[src/rtl/aes_round_ctrl.sv]
// -----------------------------------------------------------------------------
// aes_round_ctrl
//
// Purpose:
//   Round sequencer for an iterative AES datapath with an on-the-fly key
//   expander. It strobes the expander reset, waits one cycle while the key
//   is loaded, and then walks the round index.
//   - Encrypt: rounds 0..NR.
//   - Decrypt: the expander first runs forward for NR cycles to reach the
//     last round key. The controller then walks rounds NR..0 while the
//     expander runs in reverse.
//   The operation ends with a one-cycle FIN state that pulses done.
//
// Parameters:
//   K          key length in bits (128, 192 or 256)
//
// Ports:
//   clk        system clock, rising edge
//   reset      synchronous, active-high reset
//   start      request a new operation (sampled only in IDLE)
//   decrypt    1 = decrypt, 0 = encrypt (sampled together with start)
//   abort      cancel the operation in progress (no effect in IDLE)
//   ready      controller idle, will accept start
//   kreset     one-cycle reset strobe to the key expander
//   done1      forward expansion finished, expander now runs in reverse
//   done2      freeze strobe to the key expander (high between operations)
//   round      current round index (0 outside ROUND)
//   valid      expander output is the round key for 'round'
//   first      current round is the initial AddRoundKey round
//   last       current round is the final round (no MixColumns)
//   done       single-cycle completion pulse
//   dbg_state  current FSM state encoding, for debug and checkers
//
// Handshake: start is a level qualified by ready. A start is accepted on
// a rising edge where ready=1 and start=1. The operation then runs to
// completion unless abort or reset is seen. No back-pressure is applied
// to the round outputs.
// -----------------------------------------------------------------------------
module aes_round_ctrl #(
    parameter int K = 128
) (
    input  logic       clk,
    input  logic       reset,
    input  logic       start,
    input  logic       decrypt,
    input  logic       abort,
    output logic       ready,
    output logic       kreset,
    output logic       done1,
    output logic       done2,
    output logic [3:0] round,
    output logic       valid,
    output logic       first,
    output logic       last,
    output logic       done,
    output logic [2:0] dbg_state
);

    // Last round index: 10, 12 or 14.
    localparam int         NR_INT = K / 32 + 6;
    localparam logic [3:0] NR     = 4'(NR_INT);

    typedef enum logic [2:0] {
        S_IDLE  = 3'd0,
        S_LOAD  = 3'd1,
        S_PRIME = 3'd2,
        S_FWD   = 3'd3,
        S_ROUND = 3'd4,
        S_FIN   = 3'd5
    } state_t;

    state_t     state_q, state_d;
    // cnt_q does two jobs:
    //   - in FWD it counts the forward-expansion cycles (never exported);
    //   - in ROUND it is the round index.
    logic [3:0] cnt_q, cnt_d;
    logic       mode_q, mode_d;     // latched decrypt flag
    logic       done1_q, done1_d;
    logic       done2_q, done2_d;

    logic       in_round;
    logic       last_hit;
    logic       first_hit;

    // ------------------------------------------------------------------
    // Output decode (shared with next-state logic for the ROUND exit)
    // ------------------------------------------------------------------
    always_comb begin
        in_round  = (state_q == S_ROUND);
        // The final round is at opposite ends of the count for the two
        // modes, and so is the initial AddRoundKey round.
        last_hit  = in_round & (mode_q ? (cnt_q == 4'd0) : (cnt_q == NR));
        first_hit = in_round & (mode_q ? (cnt_q == NR)   : (cnt_q == 4'd0));
    end

    // ------------------------------------------------------------------
    // Next-state logic
    // ------------------------------------------------------------------
    always_comb begin
        state_d = state_q;
        cnt_d   = cnt_q;
        mode_d  = mode_q;
        done1_d = done1_q;
        done2_d = done2_q;

        case (state_q)
            S_IDLE: begin
                if (start) begin
                    state_d = S_LOAD;
                    mode_d  = decrypt;
                    cnt_d   = 4'd0;
                    // Both expander status flags are cleared as the
                    // new operation is loaded.
                    done1_d = 1'b0;
                    done2_d = 1'b0;
                end
            end

            S_LOAD: begin
                state_d = S_PRIME;
            end

            S_PRIME: begin
                cnt_d   = 4'd0;
                state_d = mode_q ? S_FWD : S_ROUND;
            end

            S_FWD: begin
                if (cnt_q == NR - 4'd1) begin
                    // The expander has produced the last round key.
                    // Walk back from NR with the expander reversed.
                    state_d = S_ROUND;
                    cnt_d   = NR;
                    done1_d = 1'b1;
                end else begin
                    cnt_d = cnt_q + 4'd1;
                end
            end

            S_ROUND: begin
                if (last_hit) begin
                    state_d = S_FIN;
                    cnt_d   = 4'd0;
                    done2_d = 1'b1;
                end else if (mode_q) begin
                    cnt_d = cnt_q - 4'd1;
                end else begin
                    cnt_d = cnt_q + 4'd1;
                end
            end

            S_FIN: begin
                state_d = S_IDLE;
            end

            default: begin
                state_d = S_IDLE;
                cnt_d   = 4'd0;
            end
        endcase

        // Abort wins over every normal transition except in IDLE.
        // done1 is left as it is, so the expander direction is preserved.
        // done2 freezes the expander.
        if (abort && (state_q != S_IDLE)) begin
            state_d = S_IDLE;
            cnt_d   = 4'd0;
            mode_d  = mode_q;
            done1_d = done1_q;
            done2_d = 1'b1;
        end
    end

    // ------------------------------------------------------------------
    // State registers
    // ------------------------------------------------------------------
    always_ff @(posedge clk) begin
        if (reset) begin
            state_q <= S_IDLE;
            cnt_q   <= 4'd0;
            mode_q  <= 1'b0;
            done1_q <= 1'b0;
            done2_q <= 1'b1;
        end else begin
            state_q <= state_d;
            cnt_q   <= cnt_d;
            mode_q  <= mode_d;
            done1_q <= done1_d;
            done2_q <= done2_d;
        end
    end

    // ------------------------------------------------------------------
    // Outputs
    // ------------------------------------------------------------------
    always_comb begin
        ready     = (state_q == S_IDLE);
        kreset    = (state_q == S_LOAD);
        valid     = in_round;
        round     = in_round ? cnt_q : 4'd0;
        first     = first_hit;
        last      = last_hit;
        done      = (state_q == S_FIN);
        done1     = done1_q;
        done2     = done2_q;
        dbg_state = state_q;
    end

    // ------------------------------------------------------------------
    // Structural properties
    // ------------------------------------------------------------------
    a_kreset_one_cycle : assert property (@(posedge clk) disable iff (reset)
        kreset |=> !kreset);

    a_ready_not_valid : assert property (@(posedge clk) disable iff (reset)
        !(ready && valid));

    a_round_range : assert property (@(posedge clk) disable iff (reset)
        valid |-> (round <= NR));

    a_done_one_cycle : assert property (@(posedge clk) disable iff (reset)
        done |=> !done);

endmodule

[config.mk]
export PLATFORM = sky130hd
export DESIGN_NAME = aes_round_ctrl
export DESIGN_NICKNAME = d
export VERILOG_FILES = /design/src/rtl/aes_round_ctrl.sv
export SDC_FILE = /design/constraint.sdc
export NUM_CORES = 1
export LEC_CHECK = 0
export ABC_AREA = 0
export CELL_PAD_IN_SITES_DETAIL_PLACEMENT = 0
export CELL_PAD_IN_SITES_GLOBAL_PLACEMENT = 1
export CORE_MARGIN = 2
export CORE_UTILIZATION = 34
export DETAILED_ROUTE_END_ITERATION = 16
export GPL_TIMING_DRIVEN = 0
export PLACE_DENSITY_LB_ADDON = 0.1
export SETUP_SLACK_MARGIN = 0.15
export SLEW_MARGIN = 20
export SYNTH_ARGS = -nofsm -noshare
export SYNTH_HDL_FRONTEND = slang
export SYNTH_SLANG_ARGS = --single-unit
[constraint.sdc]
create_clock -name clk -period 1.6 [get_ports clk]
set_input_delay 0.32 -clock clk [delete_from_list [all_inputs] [get_ports clk]]
set_output_delay 0.32 -clock clk [all_outputs]
set_load 0.02 [all_outputs]
==> results of run 1 <==
## registers in the layout, indices dropped and copies added (netlist names)
| name | flops |
|---|---|
| done1 | 1 |
| dbg_state | 3 |
| done2 | 1 |
| cnt_q | 4 |
| mode_q | 1 |
## cell type report
| type | instances | area (um2) | area share (%) |
|---|---|---|---|
| Timing Repair Buffer | 53 | 504 | 30.2 |
| Sequential cell | 10 | 219 | 13.1 |
| Tap cell | 28 | 35.0 | 2.10 |
| Multi-Input combinational cell | 79 | 767 | 45.9 |
| Inverter | 4 | 27.5 | 1.65 |
| Buffer | 6 | 82.6 | 4.94 |
| Clock buffer | 4 | 36.3 | 2.17 |
## critical path, cell delays in order, from the launching register on
cell	delay (ns)
dfxtp_4	0.35
or3b_4	0.46
buf_4	0.17
nor2_4	0.10
buf_6	0.12
## per-layer routing
| layer | wire [um] | up-vias | share of wire (%) | global-route usage, % |
|---|---|---|---|---|
| li1 | - | 466 | - | - |
| met1 | 1320 | 492 | 44 | 27.6 |
| met2 | 1520 | 37 | 51 | 35.7 |
| met3 | 131 | 8 | 4.4 | 2.57 |
| met4 | 39 | 0 | 1.3 | 6.41 |
| met5 | 0 | - | 0 | 0 |
## power by group through the flow
| stage | clock [W] | sequential [W] | combinational [W] |
|---|---|---|---|
| floorplan | 0 | 0.000297 | 0.000146 |
| finish | 0.000248 | 0.000272 | 0.000474 |
| detailed placement | 0 | 0.000286 | 0.000239 |
| CTS | 0.000246 | 0.000270 | 0.000378 |
| global placement | 0 | 0.000286 | 0.000240 |
| global route | 0.000271 | 0.000274 | 0.000496 |
## stage by stage
stage | instances | cell area [um2] | total power [W] | hold slack (ns) | TNS (ns)
finish | 184 | 1670 | 0.000994 | 0.466 | -1.35
floorplan | 99 | 835 | 0.000443 | 0.389 | 0
global placement | 146 | 1060 | 0.000526 | 0.449 | -4.20
detailed placement | 146 | 1060 | 0.000525 | 0.450 | -4.15
global route | 184 | 1670 | 0.00104 | 0.510 | -1.78
CTS | 176 | 1490 | 0.000894 | 0.467 | -0.980
## path summary, 6_finish.rpt
check             depth (start not counted)       end  slack [ns]
setup / recovery                          4  round[0]       -0.20
setup reg to reg                          8  cnt_q[2]        0.01
hold reg to reg                           1     done2        0.47
hold / removal                            1     done2        0.47
## cell families (layout without fill, tap and decap cells)
family,after synthesis,in the layout,synth area share [%]
XOR/XNOR,4,4,4.44
AND/OR/NAND/NOR,44,44,28.8
AO/OA/AOI/OAI,23,23,23.5
multiplexers,3,3,4.12
flip-flops,10,10,25.4
adder cells (fa/ha/maj),5,5,7.92
buffers and inverters,10,67,5.86
## placed cells by master, fill, tap and decap left out, drive strengths merged
cell and count:
and2 2, o2bb2ai 1, a21oi 3, ha 5
a22oi 1, a31oi 3, clkinv 1, o21bai 1
clkdlybuf4s50 4, o32ai 1, o22ai 1, clkbuf 7
xnor2 3, nor3 6, o221a 1, nand3 3
nor2 12, mux2i 1, o32a 1, nand2 10
nand3b 1, and3b 3, xor2 1, or3b 1
clkdlybuf4s15 1, nand2b 4, o21ai 3, a211o 1
dfxtp 10, or2 1, a211oi 1, buf 48
nor2b 1, o22a 3, mux2 2, dlygate4sd2 3
inv 3, o21ba 1, a311oi 1
## timing repair
item,4_1_cts,5_1_grt
gates cloned,0,1
buffers inserted,26,7
gates resized for setup,113,36
pin swaps,17,6
endpoints found under the setup margin,21,21
==> metrics.txt, run 1 <==
Initial Util=35.7%; final period utilization=112%; Synth top cells by count=nor2_1, dfxtp_1, nand2_1, ha_1, nor3_1; Final Skew=0.00538 ns; CTS H-tree depth=1; CTS tree=built; count leader, synth=nor2_1; Final Hold Fails=0; nets@finish=167; max_cap viols=0; pre-CTS WS=-0.532 ns; synth top area cells=dfxtp_1, ha_1, nor2_1; Seq cells post-synth=10; Total GRT Usage=20.9%; Unique masters post-synth=39; Setup crit end kind=primary output; Synth top area share=25.4%; die area=0.00272 mm2; post-synthesis sequential area ratio=25.4%; final worst setup slack=-0.197 ns; WS Path Type=register to primary output; die height=52.2 um; DRC viols=0; internal cell power=0.000655 W; core region area=0.00221 mm2; Max clock buf depth=2; via count=1003; CP max FO=5; final worst path period need=1.80 ns; aggregate routed wire length=3010 um; Clock power frac=25.0%; RSZ-0062 raised after global routing=yes; Top FF cell, synth=dfxtp_1; hold path startpoint=done2; first-pass GRT wire length=4150 um; worst r2r src=dbg_state[0]; number of flops mapped to enable cells by yosys=0; worst slew pin tran=0.302 ns; initial DRC count=25; crit start category=register; global route overflow=0; failing checks=negative setup slack; worst skew pair latency=0.27 ns; Reg clk slew, reported paths=0.08 ns; Sequential Power Share=27.3%; Critical Path RT=1.28 ns; Max VDD drop=453 uV; Layout Utilization=75.6%; P&R area growth vs syn=112%; Setup crit start=dbg_state[0]; leakage=0.682 nW; row count=17; largest net degree at the start of global routing=11; Synthesized Nets=109; share of layout cells above drive strength 1=64.7%; CTS Root Cell=clkbuf_4; DR pass1 iterations=4; Die X=52.2 um; Port Buffers=19; combinational share of power=47.7%; Worst slew margin=79.8%; switching part of the total=34.1%; switching power of the nets=0.000339 W; Post-CTS Hold Buffers=0; clock sinks=10; Mean Syn Cell Area=7.97 um2; final setup fails=10; Final ANT Viol Nets=0; synth warn=0; Ports=20; vias in the first global route=853; Vias/cell=5.45; dpl hpwl=1410 um; status=finished, violations left; pwr dens=595 mW/mm2; Final Wtd Congestion=0.757; DR WL/cell=16.3 um; max frequency=0.557 GHz; Mapped Area=790 um2; clock buffer count from CTS=3; most area-hungry cell type in the Yosys netlist=dfxtp_1; crit path DAT=1.48 ns; fin. max-slew vios=0; Post-Synthesis Cells=99; Fillers=148; Post-synth ARST share=0%; HP Class=register to register; n_diodes=0; initial antenna violation count=0
No activity file was read; power rests on OpenSTA's default activity.
==> run 2, diff against run 1 <==
--- a/config.mk
+++ b/config.mk
@@ -14,7 +14,6 @@
 export GPL_TIMING_DRIVEN = 0
 export PLACE_DENSITY_LB_ADDON = 0.1
 export SETUP_SLACK_MARGIN = 0.15
-export SLEW_MARGIN = 20
 export SYNTH_ARGS = -nofsm -noshare
 export SYNTH_HDL_FRONTEND = slang
 export SYNTH_SLANG_ARGS = --single-unit
==> results of run 2 <==
Final layout, timing and power as in run 1 (identical DEF).
==> run 3, diff against run 2 <==
--- a/config.mk
+++ b/config.mk
@@ -6,6 +6,7 @@
 export NUM_CORES = 1
 export LEC_CHECK = 0
 export ABC_AREA = 0
+export ABC_CLOCK_PERIOD_IN_PS = 1600
 export CELL_PAD_IN_SITES_DETAIL_PLACEMENT = 0
 export CELL_PAD_IN_SITES_GLOBAL_PLACEMENT = 1
 export CORE_MARGIN = 2
==> results of run 3 <==
Final layout, timing and power as in run 1 (identical DEF).
